$ cat config.mk
export PLATFORM = sky130hd
export DESIGN_NAME = brew_arbiter_flat
export DESIGN_NICKNAME = d
export VERILOG_FILES = /design/src/rtl/brew_if.sv /design/src/rtl/brew_arbiter.sv /design/src/flat_wrapper.sv
export SDC_FILE = /design/constraint.sdc
export NUM_CORES = 1
export LEC_CHECK = 0
export CAP_MARGIN = 40
export CORE_MARGIN = 4
export CORE_UTILIZATION = 50
export CTS_BUF_LIST = sky130_fd_sc_hd__clkbuf_4 sky130_fd_sc_hd__clkbuf_8
export DETAILED_ROUTE_END_ITERATION = 8
export PLACE_DENSITY = 0.74
export REMOVE_ABC_BUFFERS = 1
export SLEW_MARGIN = 20
export SYNTH_ARGS = -nofsm -noshare
export SYNTH_HDL_FRONTEND = slang
export SYNTH_SLANG_ARGS = --single-unit
export TNS_END_PERCENT = 1
$ cat constraint.sdc
create_clock -name clk -period 3 [get_ports clk]
set_clock_uncertainty 0.1 [all_clocks]
set_input_delay 0.6 -clock clk [delete_from_list [all_inputs] [get_ports clk]]
set_output_delay 0.6 -clock clk [all_outputs]
set_load 0.01 [all_outputs]
$ cat src/rtl/brew_if.sv
// Handshake bundle between the vending front-ends and the shared brewing unit.
// The master side drives requests and selects; the slave side is the arbiter.
interface brew_if #(
  parameter int NUM_REQ = 2
);
  logic [NUM_REQ-1:0]   req;
  logic [4*NUM_REQ-1:0] sel;
  logic [NUM_REQ-1:0]   grant;
  logic [NUM_REQ-1:0]   done;
  logic                 busy;
  logic                 cup_drop;
  logic [3:0]           valve;
  logic                 rinse;

  modport master (
    output req, sel,
    input  grant, done, busy, cup_drop, valve, rinse
  );

  modport slave (
    input  req, sel,
    output grant, done, busy, cup_drop, valve, rinse
  );
endinterface

$ cat src/rtl/brew_arbiter.sv
// Round-robin arbiter and dispense sequencer for one shared brewing unit.
// Optional rinse cycle every CLEAN_INTERVAL drinks is enabled by `define BREW_CLEAN_EN.
module brew_arbiter #(
  parameter int NUM_REQ  = 2,
  parameter int CUP_CYC  = 16,
  parameter int POUR_CYC = 200,
  parameter int DRIP_CYC = 32
`ifdef BREW_CLEAN_EN
  ,
  parameter int CLEAN_INTERVAL = 8,
  parameter int CLEAN_CYC      = 64
`endif
) (
  input  logic clk,
  input  logic rst,
  brew_if.slave bus
);

  localparam int PTR_W = (NUM_REQ > 1) ? $clog2(NUM_REQ) : 1;
  localparam logic [PTR_W:0] NREQ_W  = (PTR_W+1)'(NUM_REQ);
  localparam logic [15:0]    CUP_LD  = 16'(CUP_CYC - 1);
  localparam logic [15:0]    POUR_LD = 16'(POUR_CYC - 1);
  localparam logic [15:0]    DRIP_LD = 16'(DRIP_CYC - 1);
`ifdef BREW_CLEAN_EN
  localparam logic [15:0]    CLEAN_LD = 16'(CLEAN_CYC - 1);
`endif

  typedef enum logic [2:0] {
    S_IDLE,
    S_GRANT,
    S_CUP,
    S_POUR,
    S_DRIP,
    S_DONE
`ifdef BREW_CLEAN_EN
    ,
    S_CLEAN
`endif
  } state_t;

  state_t             r_state;
  logic [15:0]        r_timer;
  logic [PTR_W-1:0]   r_cur_id;
  logic [3:0]         r_cur_sel;
  logic [PTR_W-1:0]   r_ptr;
  logic [15:0]        r_drink_cnt;

  state_t             w_state_next;
  logic [15:0]        w_timer_next;
  logic [PTR_W-1:0]   w_cur_id_next;
  logic [3:0]         w_cur_sel_next;
  logic [PTR_W-1:0]   w_ptr_next;
  logic [15:0]        w_drink_cnt_next;

  logic [NUM_REQ-1:0] w_elig;
  logic [3:0]         w_sel [NUM_REQ];
  logic               w_found;
  logic [PTR_W-1:0]   w_win;
  logic [PTR_W:0]     w_sum;
  logic [PTR_W:0]     w_win_inc;
  logic [NUM_REQ-1:0] w_onehot;

  logic [NUM_REQ-1:0] w_grant;
  logic [NUM_REQ-1:0] w_done;
  logic               w_busy;
  logic               w_cup_drop;
  logic [3:0]         w_valve;
  logic               w_rinse;

  // A zero select means "nothing chosen yet", so such a request cannot win.
  for (genvar gi = 0; gi < NUM_REQ; gi++) begin : g_elig
    assign w_sel[gi]  = bus.sel[4*gi +: 4];
    assign w_elig[gi] = bus.req[gi] && (w_sel[gi] != 4'd0);
  end

  always_comb begin
    w_found = 1'b0;
    w_win   = '0;
    w_sum   = '0;
    for (int k = 0; k < NUM_REQ; k++) begin
      w_sum = {1'b0, r_ptr} + (PTR_W+1)'(k);
      if (w_sum >= NREQ_W) begin
        w_sum = w_sum - NREQ_W;
      end
      if (!w_found && w_elig[w_sum[PTR_W-1:0]]) begin
        w_found = 1'b1;
        w_win   = w_sum[PTR_W-1:0];
      end
    end
    w_win_inc = {1'b0, w_win} + 1'b1;
    if (w_win_inc == NREQ_W) begin
      w_win_inc = '0;
    end
  end

  assign w_onehot = {{(NUM_REQ-1){1'b0}}, 1'b1} << r_cur_id;

  always_ff @(posedge clk) begin
    if (rst) begin
      r_state     <= S_IDLE;
      r_timer     <= '0;
      r_cur_id    <= '0;
      r_cur_sel   <= '0;
      r_ptr       <= '0;
      r_drink_cnt <= '0;
    end else begin
      r_state     <= w_state_next;
      r_timer     <= w_timer_next;
      r_cur_id    <= w_cur_id_next;
      r_cur_sel   <= w_cur_sel_next;
      r_ptr       <= w_ptr_next;
      r_drink_cnt <= w_drink_cnt_next;
    end
  end

  always_comb begin
    w_state_next     = r_state;
    w_timer_next     = r_timer;
    w_cur_id_next    = r_cur_id;
    w_cur_sel_next   = r_cur_sel;
    w_ptr_next       = r_ptr;
    w_drink_cnt_next = r_drink_cnt;
    w_grant          = '0;
    w_done           = '0;
    w_busy           = 1'b1;
    w_cup_drop       = 1'b0;
    w_valve          = 4'd0;
    w_rinse          = 1'b0;
    case (r_state)
      S_IDLE: begin
        w_busy = 1'b0;
        if (w_found) begin
          w_cur_id_next  = w_win;
          w_cur_sel_next = w_sel[w_win];
          w_ptr_next     = w_win_inc[PTR_W-1:0];
          w_state_next   = S_GRANT;
        end
      end
      S_GRANT: begin
        w_grant      = w_onehot;
        w_timer_next = CUP_LD;
        w_state_next = S_CUP;
      end
      S_CUP: begin
        w_cup_drop   = 1'b1;
        w_timer_next = r_timer - 16'd1;
        if (r_timer == 16'd0) begin
          w_timer_next = POUR_LD;
          w_state_next = S_POUR;
        end
      end
      S_POUR: begin
        w_valve      = r_cur_sel;
        w_timer_next = r_timer - 16'd1;
        if (r_timer == 16'd0) begin
          w_timer_next = DRIP_LD;
          w_state_next = S_DRIP;
        end
      end
      S_DRIP: begin
        w_timer_next = r_timer - 16'd1;
        if (r_timer == 16'd0) begin
          w_state_next = S_DONE;
        end
      end
      S_DONE: begin
        w_done           = w_onehot;
        w_drink_cnt_next = r_drink_cnt + 16'd1;
        w_state_next     = S_IDLE;
`ifdef BREW_CLEAN_EN
        if (((32'(r_drink_cnt) + 32'd1) % CLEAN_INTERVAL) == 0) begin
          w_timer_next = CLEAN_LD;
          w_state_next = S_CLEAN;
        end
`endif
      end
`ifdef BREW_CLEAN_EN
      S_CLEAN: begin
        w_rinse      = 1'b1;
        w_valve      = 4'b1111;
        w_timer_next = r_timer - 16'd1;
        if (r_timer == 16'd0) begin
          w_state_next = S_IDLE;
        end
      end
`endif
      default: begin
        w_busy       = 1'b0;
        w_state_next = S_IDLE;
      end
    endcase
  end

  assign bus.grant    = w_grant;
  assign bus.done     = w_done;
  assign bus.busy     = w_busy;
  assign bus.cup_drop = w_cup_drop;
  assign bus.valve    = w_valve;
  assign bus.rinse    = w_rinse;

endmodule

$ cat src/flat_wrapper.sv
// flat-port wrapper written by rule: the top's interface ports become plain ports
module brew_arbiter_flat 
#(
  parameter int NUM_REQ  = 2,
  parameter int CUP_CYC  = 16,
  parameter int POUR_CYC = 200,
  parameter int DRIP_CYC = 32

)
  (clk, rst, bus_req, bus_sel, bus_grant, bus_done, bus_busy, bus_cup_drop, bus_valve, bus_rinse);
  brew_if #(.NUM_REQ(NUM_REQ)) bus_i ();
  input  logic clk;
  input  logic rst;
  input wire logic [$bits(bus_i.req)-1:0] bus_req;
  input wire logic [$bits(bus_i.sel)-1:0] bus_sel;
  output wire logic [$bits(bus_i.grant)-1:0] bus_grant;
  output wire logic [$bits(bus_i.done)-1:0] bus_done;
  output wire logic [$bits(bus_i.busy)-1:0] bus_busy;
  output wire logic [$bits(bus_i.cup_drop)-1:0] bus_cup_drop;
  output wire logic [$bits(bus_i.valve)-1:0] bus_valve;
  output wire logic [$bits(bus_i.rinse)-1:0] bus_rinse;
  assign bus_i.req = bus_req;
  assign bus_i.sel = bus_sel;
  assign bus_grant = bus_i.grant;
  assign bus_done = bus_i.done;
  assign bus_busy = bus_i.busy;
  assign bus_cup_drop = bus_i.cup_drop;
  assign bus_valve = bus_i.valve;
  assign bus_rinse = bus_i.rinse;
  brew_arbiter #(.NUM_REQ(NUM_REQ), .CUP_CYC(CUP_CYC), .POUR_CYC(POUR_CYC), .DRIP_CYC(DRIP_CYC)) u_core (.clk(clk), .rst(rst), .bus(bus_i));
endmodule
==> results of run 1 <==
## cells in the final DEF (no fill, tap or decap), drive strengths merged, types with 4 or more instances in the layout
| cell | synthesis | routed |
|---|---|---|
| buf | 3 | 8 |
| nor2 | 18 | 18 |
| and2 | 4 | 4 |
| or4 | 5 | 5 |
| nand2 | 20 | 20 |
| a21oi | 17 | 17 |
| o21ai | 17 | 17 |
| dfxtp | 25 | 25 |
| nor4 | 4 | 4 |
| inv | 11 | 11 |
| clkdlybuf4s50 | 0 | 21 |
| or3 | 9 | 9 |
| nand3 | 7 | 7 |
| a22oi | 5 | 5 |
| nor3 | 10 | 10 |
## power groups by stage
stage	combinational (mW)	sequential, mW	clock (mW)
floorplan	0.848	0.535	0
global placement	1.14	0.541	0
detailed placement	1.17	0.547	0
CTS	1.18	0.540	0.167
global route	1.30	0.558	0.184
finish	1.19	0.544	0.165
## routing by layer
layer	GRT usage, %	vias up	part of all wire, %
met3	3.293	4	6.4
met5	0	-	0
met4	6.860	0	0.73
met2	35.89	56	47
li1	-	831	-
met1	28.50	770	46
## layout make-up
cell class	count	share of cell area [%]
multi-input cells	166	53.20
repair buffers	29	14.10
well taps	44	2.872
inverters	11	2.154
flip-flops and latches	25	26.11
clock inverters	1	0.3916
clock buffers	3	1.175
## path summary, 6_finish.rpt
kind                    endpoint  slack, ns  cells after the start                 from
max                 bus_valve[0]       0.33                      4    u_core.r_state[2]
min          u_core.r_cur_sel[3]       0.36                      2  u_core.r_cur_sel[3]
max reg2reg    u_core.r_timer[4]       0.53                      7    u_core.r_timer[0]
min reg2reg  u_core.r_cur_sel[3]       0.36                      2  u_core.r_cur_sel[3]
## stage by stage
stage	std cells	instance area [sq um]	utilization, %	total power, mW
finish	279	1917	62.79	1.904
global route	279	1917	62.79	2.044
CTS	279	1917	62.79	1.887
detailed placement	275	1887	61.80	1.721
global placement	275	1887	61.80	1.681
floorplan	202	1562	-	1.383
## worst max-delay path: stages, from the launching register on
cell	delay (ns)
dfxtp_1	0.38
nand2b_1	0.22
nor2_1	0.30
and2_1	0.19
clkdlybuf4s50_1	0.54
## sequential cells by signal, summed over array words and instances (netlist names)
signal            flops
u_core.r_cur_id       1
u_core.r_ptr          1
u_core.r_state        3
u_core.r_timer       16
u_core.r_cur_sel      4
## kinds of logic (layout without fill, tap and decap cells)
kind of cell               Yosys count  after routing  share of synthesized area, %
adders and majority gates            2              2                         1.556
other                                1              1                        0.2332
AOI/OAI and AO/OA                   63             63                         26.07
and+or+nand+nor                     95             95                         32.61
xor gates and xnor gates             3              3                         1.635
DFF                                 25             25                         31.13
muxes                                2              2                         1.323
buffers and inverters               22             44                         5.447
==> results.toml, run 1 <==
[status]
status = "completed"

[cells_and_area]
multiInputGateArea_sq_mm = 0.001020
nets = 250
area.growth.synth_to_final_pct = 19.22
antenna_cells = 0
register_area_sq_um = 500.5
fillCellCount = 298
layout-drive-gt1-share_pct = 10.21

[sta]
finalHoldViolations = 0
max-slew-margin-rel_pct = 55.24
post-route-min-period_ns = 2.669
finalCritPeriodShare_pct = 88.96
finalSetupTns_ns = 0
drv_slew = 0
tightestPinTransition_ns = 0.6663
setup_viol = 0
rsz0062_at_grt = "false"
max_freq_mhz = 374.7
layout_setup_ws_ns = 0.3311
hold_ws_ns = 0.3640

[clock_tree]
ctsHtreeMaxLevel = 1
cts_buffer_depth = 2
cts_buffers = 3
postCtsResizedCells = 0
root_buffer = "clkbuf_4"
post_cts_buffers = 0
insertion_delay_ns = 0.33
clk_pin_slew_ns = 0.15
clock-sinks = 25
cts_tree = "done"
cts_hold_buf = 0

[route]
drcViolationCount = 0
wl_um = 4242
firstDrtPassIters = 4
vias = 1661
antenna_left = 0
vias_per_cell = 5.953
wl_per_cell_um = 15.20
drt_iter0_drc = 136

[logic_synthesis]
yosys_warnings = 0
synth_common_cells = "dfxtp_1, nand2_1, nor2_1"
synth_cells = 213
synth.avg_cell_area_sq_um = 7.548
ys_seq_area_share_pct = 31.13
ys_top_cells_by_area = "dfxtp_1, a21oi_1, nand2_1"
synth_seq_cells = 25
netlist_area_sq_mm = 0.001608
synth.top_cell.area_share_pct = 31.13
ys.flop_type = "dfxtp_1"
ys_async_sr_fraction_pct = 0
yosysUniqueCellTypes = 56
synth_enable_flop_cells = 0
yosysMostFrequentCell = "dfxtp_1"
yosysTopAreaCell = "dfxtp_1"

[grt]
grt_max_degree = 18
grt_use_total_pct = 21.58
antenna_found_initial = 0
grt_pass1_vias = 1603
grt_pass1_wl_um = 7231
grt_overflow_total = 0

[critical_path]
critPathArrivalTime_ns = 1.97
required_ns = 2.30
start_kind = "register"
cp_max_fo = 6
criticalPathCategory = "reg2out"
critPathCaptureType = "primary output"

[pwr]
power_frac_clock_pct = 8.7
powerDensity_mw_per_mm2 = 993.2
power_switching_mw = 0.9394
swShare_pct = 49.34
intPower_mw = 0.9645
seq_power_share_pct = 28.6
p_comb_share_pct = 62.8
ir_drop_mv = 0.4920
p_leak_nw = 0.7359

[placement]
gp_congestion = 0.9820
portBuffers = 21
dp_slack_ns = 0.3384
dp_hpwl_um = 3266

[hold_path]
min_path_type = "reg2reg"

[die]
die_h_um = 64.71
start_util_pct = 52.66
placeableCoreArea_sq_mm = 0.003053
num_io_pins = 23
fp-row-count = 20
dieArea_sq_mm = 0.004187
fp.dieW_um = 64.71

[flow_run]
drv_cap = 0
Power figures use the tool's default switching activity.
==> run 2, diff against run 1 <==
GPL_ROUTABILITY_DRIVEN = 0   (was not set)
PLACE_DENSITY = 0.78   (was 0.74)
==> results.toml, run 2 (synthesis results as in run 1) <==
[critical_path]
required_ns = 2.30
start_kind = "register"
cp_slowest_cell = "clkdlybuf4s50_1"
crit_buf_inv = 2
critPathCaptureType = "primary output"
path_cells = "buf_4 > nand2b_1 > nor2_1 > clkdlybuf4s50_1"
critPathArrivalTime_ns = 1.88
cp_max_fo = 21
slowest_delay_ns = 0.57
critPathTopFamily = "buffers and inverters"
criticalPathCategory = "reg2out"

[cells_and_area]
nets = 250
largest_register_ffs = 16
layout_commonest_cell = "dfxtp_1"
area.growth.synth_to_final_pct = 19.07
fin_util_pct = 62.70
layout-drive-gt1-share_pct = 10.21
largestRegisters = "u_core.r_timer (16), u_core.r_cur_sel (4), u_core.r_state (3)"
largest_register = "u_core.r_timer"
antenna_cells = 0
layoutNonFillerInstCount = 279
mostFrequentLayoutCells = "dfxtp_1, clkdlybuf4s50_1, nand2_1"
stdcell_area_sq_mm = 0.001914

[grt]
grt_pass1_vias = 1520
grt_overflow_total = 0
antenna_found_initial = 0
grt_use_total_pct = 21.19
grt_max_degree = 22
grt_pass1_wl_um = 7141

[sta]
layout_setup_ws_ns = 0.4187
max-slew-margin-rel_pct = 61.53
drv_slew = 0
tightestPinTransition_ns = 0.5749
rsz0062_at_grt = "false"
finalHoldViolations = 0
finalCritPeriodShare_pct = 86.04
max_freq_mhz = 387.4
post-route-min-period_ns = 2.581
finalSetupTns_ns = 0
setup_viol = 0
hold_ws_ns = 0.3470

[clock_tree]
clk_pin_slew_ns = 0.15
cts_buffer_depth = 2
root_buffer = "clkbuf_4"
cts_hold_buf = 0
clock-sinks = 25
post_cts_buffers = 0
cts_buffers = 3
insertion_delay_ns = 0.33
ctsHtreeMaxLevel = 1
cts_tree = "done"
postCtsResizedCells = 0

[placement]
portBuffers = 21
dp_hpwl_um = 2990
place_inst = 275
placed_area_sq_mm = 0.001887
dp_slack_ns = 0.4248

[die]
dieArea_sq_mm = 0.004187
fp.dieW_um = 64.71
die_h_um = 64.71
start_util_pct = 52.66
num_io_pins = 23
placeableCoreArea_sq_mm = 0.003053
fp-row-count = 20

[route]
drcViolationCount = 0
wl_um = 4028
wl_per_cell_um = 14.44
drt_iter0_drc = 143
vias_per_cell = 5.882
antenna_left = 0
firstDrtPassIters = 4
vias = 1641

[pwr]
p_leak_nw = 0.7400
ir_drop_mv = 0.6800
p_total_mw = 1.912
powerDensity_mw_per_mm2 = 998.7

[flow_run]
drv_cap = 0

[hold_path]
min_path_type = "reg2reg"

[status]
status = "completed"
-- run 2: cell types whose count changed in the layout (fill, tap and decap cells not counted), sizes merged --
cell	change
clkinvlp	-1
clkinv	+1
-- run 2: report_power, final --
group | leakage [nW] | internal, mW | switching (mW) | total [mW]
clock network | 0.0177 | 0.0502 | 0.110 | 0.160
logic | 0.518 | 0.509 | 0.702 | 1.21
registers | 0.205 | 0.425 | 0.115 | 0.540
-- run 2: cell type report --
class	instances	area (sq um)
clock buffers	3	22.52
flip-flops and latches	25	500.5
multi-input cells	166	1020
repair buffers	29	270.3
well taps	44	55.05
clock inverters	1	5.005
fillers	298	1139
inverters	11	41.29
-- run 2: worst paths after layout --
check | start | to | slack [ns] | depth (start not counted)
max | u_core.r_state[2] | bus_cup_drop | 0.42 | 4
min | u_core.r_cur_sel[2] | u_core.r_cur_sel[2] | 0.35 | 2
max reg2reg | u_core.r_timer[0] | u_core.r_timer[10] | 0.53 | 7
min reg2reg | u_core.r_cur_sel[2] | u_core.r_cur_sel[2] | 0.35 | 2
-- run 2: routing by layer --
| layer | GRT usage, % | up-vias | share of wire (%) |
|---|---|---|---|
| met1 | 31.76 | 743 | 48 |
| met4 | 4.749 | 0 | 0.67 |
| met3 | 3.120 | 3 | 6.6 |
| met2 | 31.80 | 63 | 45 |
| met5 | 0 | - | 0 |
| li1 | - | 832 | - |
-- run 2: tightest hold or removal path, cell delays in order, from the launching register on --
cell and delay (ns):
dfxtp_1 0.34, nand2_1 0.05, nand2_1 0.04
